`config.mk`:
```
export PLATFORM = sky130hd
export DESIGN_NAME = text_console_ctrl
export DESIGN_NICKNAME = d
export VERILOG_FILES = /design/src/rtl/text_console_ctrl.sv
export SDC_FILE = /design/constraint.sdc
export NUM_CORES = 1
export LEC_CHECK = 0
export BUFFER_PORTS_ARGS = -buffer_cell sky130_fd_sc_hd__buf_2
export CAP_MARGIN = 25
export CORE_ASPECT_RATIO = 1.75
export CORE_MARGIN = 2
export CORE_UTILIZATION = 60
export CTS_BUF_LIST = sky130_fd_sc_hd__clkbuf_8
export DETAILED_ROUTE_END_ITERATION = 6
export PLACE_DENSITY = 0.8
export SLEW_MARGIN = 20
export SYNTH_ARGS = -nofsm -noshare
export SYNTH_HDL_FRONTEND = slang
export SYNTH_SLANG_ARGS = --single-unit
```
`constraint.sdc`:
```
create_clock -name clk -period 9.3 [get_ports clk]
set_clock_uncertainty 0.05 [all_clocks]
set_input_delay 1.395 -clock clk [delete_from_list [all_inputs] [get_ports clk]]
set_output_delay 1.395 -clock clk [all_outputs]
set_load 0.005 [all_outputs]
```
`src/rtl/text_console_ctrl.sv`:
```
// rtl/text_console_ctrl.sv - byte stream to text VRAM cell writes with cursor, control codes and clears.
// Optional scrolling is built when CONSOLE_SCROLL_EN is defined.
module text_console_ctrl #(
    parameter int COLS   = 40,
    parameter int ROWS   = 30,
    parameter int ADDR_W = 13
) (
    input  logic                    clk,
    input  logic                    rstn,
    input  logic                    in_valid,
    input  logic [7:0]              data_i,
    output logic                    in_ready,
    output logic [$clog2(COLS)-1:0] cursor_x,
    output logic [$clog2(ROWS)-1:0] cursor_y,
    output logic [$clog2(ROWS)-1:0] row_base,
    output logic                    write,
    output logic [ADDR_W-1:0]       addr_vram,
    output logic [7:0]              character
);
    localparam int XW  = $clog2(COLS);
    localparam int YW  = $clog2(ROWS);
    localparam int YW1 = YW + 1;
    localparam logic [XW-1:0]     X_MAX    = XW'(COLS - 1);
    localparam logic [YW-1:0]     Y_MAX    = YW'(ROWS - 1);
    localparam logic [ADDR_W-1:0] CELL_MAX = ADDR_W'(COLS * ROWS - 1);
    localparam logic [7:0]        SPACE    = 8'h20;

    typedef enum logic [1:0] {
        IDLE     = 2'd0,
`ifdef CONSOLE_SCROLL_EN
        CLR_LINE = 2'd2,
`endif
        CLR_PAGE = 2'd1
    } state_e;

    state_e            state_q, state_d;
    logic [XW-1:0]     x_q, x_d;
    logic [YW-1:0]     y_q, y_d;
    logic [YW-1:0]     base_q, base_d;
    logic              wr_q, wr_d;
    logic [ADDR_W-1:0] addr_q, addr_d;
    logic [7:0]        char_q, char_d;
    logic [ADDR_W-1:0] cell_q, cell_d;
    logic              done_q, done_d;
`ifdef CONSOLE_SCROLL_EN
    logic [XW-1:0]     col_q, col_d;
    logic [YW-1:0]     clr_row_q, clr_row_d;
`endif

    logic              is_print;
    logic              newline;
    logic [ADDR_W-1:0] cur_addr;

    function automatic logic [YW-1:0] phys_row(input logic [YW-1:0] base, input logic [YW-1:0] y);
        logic [YW:0] s;
        s = {1'b0, base} + {1'b0, y};
        if (s >= YW1'(ROWS)) s = s - YW1'(ROWS);
        return s[YW-1:0];
    endfunction

    function automatic logic [ADDR_W-1:0] row_start(input logic [YW-1:0] r);
        return ADDR_W'(r) * ADDR_W'(COLS);
    endfunction

    assign is_print = (data_i >= 8'h20) && (data_i != 8'h7F);
    assign cur_addr = row_start(phys_row(base_q, y_q)) + ADDR_W'(x_q);

    always_comb begin
        state_d   = state_q;
        x_d       = x_q;
        y_d       = y_q;
        base_d    = base_q;
        wr_d      = 1'b0;
        addr_d    = addr_q;
        char_d    = char_q;
        cell_d    = cell_q;
        done_d    = done_q;
        newline   = 1'b0;
`ifdef CONSOLE_SCROLL_EN
        col_d     = col_q;
        clr_row_d = clr_row_q;
`endif
        case (state_q)
            IDLE: begin
                if (in_valid) begin
                    if (is_print) begin
                        wr_d   = 1'b1;
                        addr_d = cur_addr;
                        char_d = data_i;
                        if (x_q == X_MAX) begin
                            x_d     = '0;
                            newline = 1'b1;
                        end else begin
                            x_d = x_q + 1'b1;
                        end
                    end else begin
                        case (data_i)
                            8'h0D: x_d = '0;
                            8'h0A: newline = 1'b1;
                            8'h0C: begin
                                state_d = CLR_PAGE;
                                base_d  = '0;
                                x_d     = '0;
                                y_d     = '0;
                                cell_d  = '0;
                                done_d  = 1'b0;
                            end
                            8'h08, 8'h7F: begin
                                // Backspace blanks the cell it lands on, wrapping to the previous row end.
                                if (x_q != '0) begin
                                    x_d    = x_q - 1'b1;
                                    wr_d   = 1'b1;
                                    addr_d = cur_addr - ADDR_W'(1);
                                    char_d = SPACE;
                                end else if (y_q != '0) begin
                                    x_d    = X_MAX;
                                    y_d    = y_q - 1'b1;
                                    wr_d   = 1'b1;
                                    addr_d = row_start(phys_row(base_q, y_q - 1'b1)) + ADDR_W'(X_MAX);
                                    char_d = SPACE;
                                end
                            end
                            8'h11: if (x_q != '0)    x_d = x_q - 1'b1;
                            8'h12: if (x_q != X_MAX) x_d = x_q + 1'b1;
                            8'h13: if (y_q != '0)    y_d = y_q - 1'b1;
                            8'h14: if (y_q != Y_MAX) y_d = y_q + 1'b1;
                            default: ;
                        endcase
                    end
                    if (newline) begin
                        if (y_q != Y_MAX) begin
                            y_d = y_q + 1'b1;
                        end else begin
`ifdef CONSOLE_SCROLL_EN
                            // The old top row becomes the new bottom row and is blanked.
                            base_d    = (base_q == Y_MAX) ? '0 : base_q + 1'b1;
                            x_d       = '0;
                            clr_row_d = base_q;
                            col_d     = '0;
                            done_d    = 1'b0;
                            state_d   = CLR_LINE;
`else
                            y_d = '0;
                            x_d = '0;
`endif
                        end
                    end
                end
            end
            CLR_PAGE: begin
                if (done_q) begin
                    state_d = IDLE;
                    done_d  = 1'b0;
                end else begin
                    wr_d   = 1'b1;
                    addr_d = cell_q;
                    char_d = SPACE;
                    if (cell_q == CELL_MAX) done_d = 1'b1;
                    else                    cell_d = cell_q + 1'b1;
                end
            end
`ifdef CONSOLE_SCROLL_EN
            CLR_LINE: begin
                if (done_q) begin
                    state_d = IDLE;
                    done_d  = 1'b0;
                end else begin
                    wr_d   = 1'b1;
                    addr_d = row_start(clr_row_q) + ADDR_W'(col_q);
                    char_d = SPACE;
                    if (col_q == X_MAX) done_d = 1'b1;
                    else                col_d  = col_q + 1'b1;
                end
            end
`endif
            default: state_d = IDLE;
        endcase
    end

    always_ff @(posedge clk or negedge rstn) begin
        if (!rstn) begin
            state_q   <= IDLE;
            x_q       <= '0;
            y_q       <= '0;
            base_q    <= '0;
            wr_q      <= 1'b0;
            addr_q    <= '0;
            char_q    <= '0;
            cell_q    <= '0;
            done_q    <= 1'b0;
`ifdef CONSOLE_SCROLL_EN
            col_q     <= '0;
            clr_row_q <= '0;
`endif
        end else begin
            state_q   <= state_d;
            x_q       <= x_d;
            y_q       <= y_d;
            base_q    <= base_d;
            wr_q      <= wr_d;
            addr_q    <= addr_d;
            char_q    <= char_d;
            cell_q    <= cell_d;
            done_q    <= done_d;
`ifdef CONSOLE_SCROLL_EN
            col_q     <= col_d;
            clr_row_q <= clr_row_d;
`endif
        end
    end

    assign in_ready  = (state_q == IDLE);
    assign cursor_x  = x_q;
    assign cursor_y  = y_q;
    assign row_base  = base_q;
    assign write     = wr_q;
    assign addr_vram = addr_q;
    assign character = char_q;
endmodule

```
==> metrics.txt <==
Peak supply drop 0.168 mV; Cell Area, Synth 4390 um^2; DR WL met2 6160 um; drt wl/cell 17.5 um; largest net degree at the start of global routing 49; # DRC 0; crit-path cells inv_1 -> ha_1 -> xor2_1 -> ha_1 -> nor2_1 -> a211o_1 -> a211oi_1 -> mux2_2 -> ha_1 -> ha_1 -> fa_1 -> xnor2_1 -> nor2_1 -> xor2_1 -> xnor2_1 -> a221oi_1 -> a31oi_1; Worst slew margin 35.4%; setup TNS 0 ns; critical path's largest stage delay 0.59 ns; CTS tree built; max_cap viols 0; Layout area overhead 7.16%; DRT antenna net count 0; #FFs+latches synth 48; Synth Area per Inst 7.92 um^2; row cnt 41; Root Driver clkbuf_8; Max Clk Rate 205 MHz; pwr dens 226 nW/um^2; met1 wire length 4410 um; commonest cells after routing, fill and taps aside 60 x nor2_1, 58 x nand2_1, 48 x dfrtp_1, 44 x buf_2, 43 x a21oi_1; drt pass-1 iters 5; Inst Count DP 662; Seq/Total Area, Yosys 27.4%; Final Slew Violations 0; final instance area 4700 um^2; Die Span X 68.7 um; H-tree levels 2; final net count 625; Place WS 4.48 ns; final hold vios 0; Die Area 8040 um^2; routed wl met3 687 um; hpwl dp 8990 um; fill cell count 666; Chip Height 117 um; Min Hold Slack 0.425 ns; worst path arrival time 5.02 ns; hold buffers post-CTS 0; Post-synth top flop dfrtp_1; I/O Pins 50; synth warn 0; post-CTS setup buffer count 0; Startpoint Class register; CP bufs+invs 1; Starting Density 61.6%; GRT Util Overall 31.1%; setup ws final 4.43 ns; drt initial violations 407; number of global-route vias before repair 4155; crit path time final 4.87 ns; buffers added on ports 44; worst skew pair latency 0.31 ns; initial antenna violation count 0; Worst Path Required 9.45 ns; unrepaired setup endpoints after global routing false; clock sinks 48; Post-synth ARST share 100%; dpl cell area 4610 um^2; top cells by area, synth dfrtp_1 27%, ha_1 8.0%, nor2_1 5.1%; Distinct cells, synth 74; crit-path most repeated cell ha_1; post-synth top area cell dfrtp_1; CP max stage cell dfrtp_1; Routed WL 11700 um; crit path kind reg -> reg; post-CTS sizing 0; layout cells sized above 1 12.8%; via/cell ratio 6.49; first-pass GRT wire length 19300 um; total number of vias 4348; top sig layer met4; Layout Cells excl Fill 670; share of the synthesized area in the top cell type 27.4%; grt total ovfl 0; Post-synth EDFFs 0; status complete, no violations; cts bufs inserted 5; Tcrit/Tclk final 52.4%; Final setup viols 0; clk slew on worst S/H paths 0.09 ns; Layout Utilization 66.0%; Synth Instances 554; CTS Buffer Depth 2; P_leak 2.00 nW; leading cell type in the layout, fill and taps excluded nor2_1; Least-Margin Pin Slew 0.969 ns; CP Max Fanout 12; Routability Congestion 0.941; Total Power 1.06 mW; HP Class reg -> reg; number of diodes 0; CP top delay family adder cells; crit path capture type register; placeable core region 7130 um^2
logic make-up (layout without fill, tap and decap cells):
group           count (synthesis)  after routing  share of synthesized area (%)
mux                             5              5                           1.20
flops                          48             48                           27.4
buf+inv                        53             79                           5.44
compound gates                167            167                           25.4
xor+xnor                       35             35                           6.98
simple gates                  214            214                           24.1
fa+ha+maj                      31             31                           9.35
other cells                     1              5                         0.0854
final cells by class:
cell class                 instances  area [um^2]  area share [%]
tap                               86          108            2.29
clock buffer                       6         82.6            1.76
inverter                          24         90.1            1.92
clock inverter                     2         15.0           0.319
sequential                        48         1200            25.5
multi-input combinational        457         2960            63.0
timing repair buffer              47          243            5.16
worst reg2reg max path, delay by kind of cell (launching register included):
family,cells,cell delay [ns]
xor+xnor,4,0.83
mux,1,0.42
compound gates,4,1.16
flops,1,0.59
buf+inv,1,0.15
simple gates,2,0.17
fa+ha+maj,5,1.39
power breakdown:
part           internal (mW)  switching [mW]
combinational          0.257           0.339
clock                 0.0603          0.0765
sequential             0.255          0.0761
total                  0.572           0.492
cells in the mapped netlist (3+ instances only):
master	number
o221ai_1	4
a22oi_1	4
or2_2	3
nand2b_1	9
inv_1	24
a31oi_1	7
o21ai_0	40
o21ai_1	4
and2_1	5
buf_2	5
and3_1	4
a211oi_1	3
a221oi_1	4
nand3_1	20
xnor2_1	24
mux2i_1	3
xor2_1	11
or3_1	4
nor2b_1	7
nand4_1	9
fa_1	3
a211o_1	4
a21oi_1	43
a21o_1	5
nand2_1	58
buf_4	5
nor3_1	16
nor2_1	60
ha_1	28
o22ai_1	10
clkbuf_1	16
o31ai_1	4
o21a_1	3
o211ai_1	4
dfrtp_1	48
per-layer routing:
layer	GRT usage [%]	vias to the layer above
met4	16.3	0
met2	54.4	187
met3	4.30	45
met5	0	-
li1	-	2055
met1	35.6	2061
final timing paths:
check                                   from            to  slack (ns)  cells after the start
worst max-delay path             cursor_y[0]  addr_vram[9]        4.43                     17
worst min-delay path            character[7]  character[7]        0.42                      2
worst max register to register   cursor_y[0]  addr_vram[9]        4.43                     17
worst min register to register  character[7]  character[7]        0.42                      2
max in group asynchronous               rstn  addr_vram[6]        7.67                      2
min in group asynchronous               rstn  character[4]        1.12                      2
state kept, by name, summed over array words and instances, names as in the netlist:
| signal | count |
|---|---|
| addr_vram | 13 |
| cell_q | 13 |
| character | 8 |
| cursor_x | 6 |
| cursor_y | 5 |
| done_q | 1 |
| state_q | 1 |
| write | 1 |
Note: power is estimated with default switching activity, not from simulation.
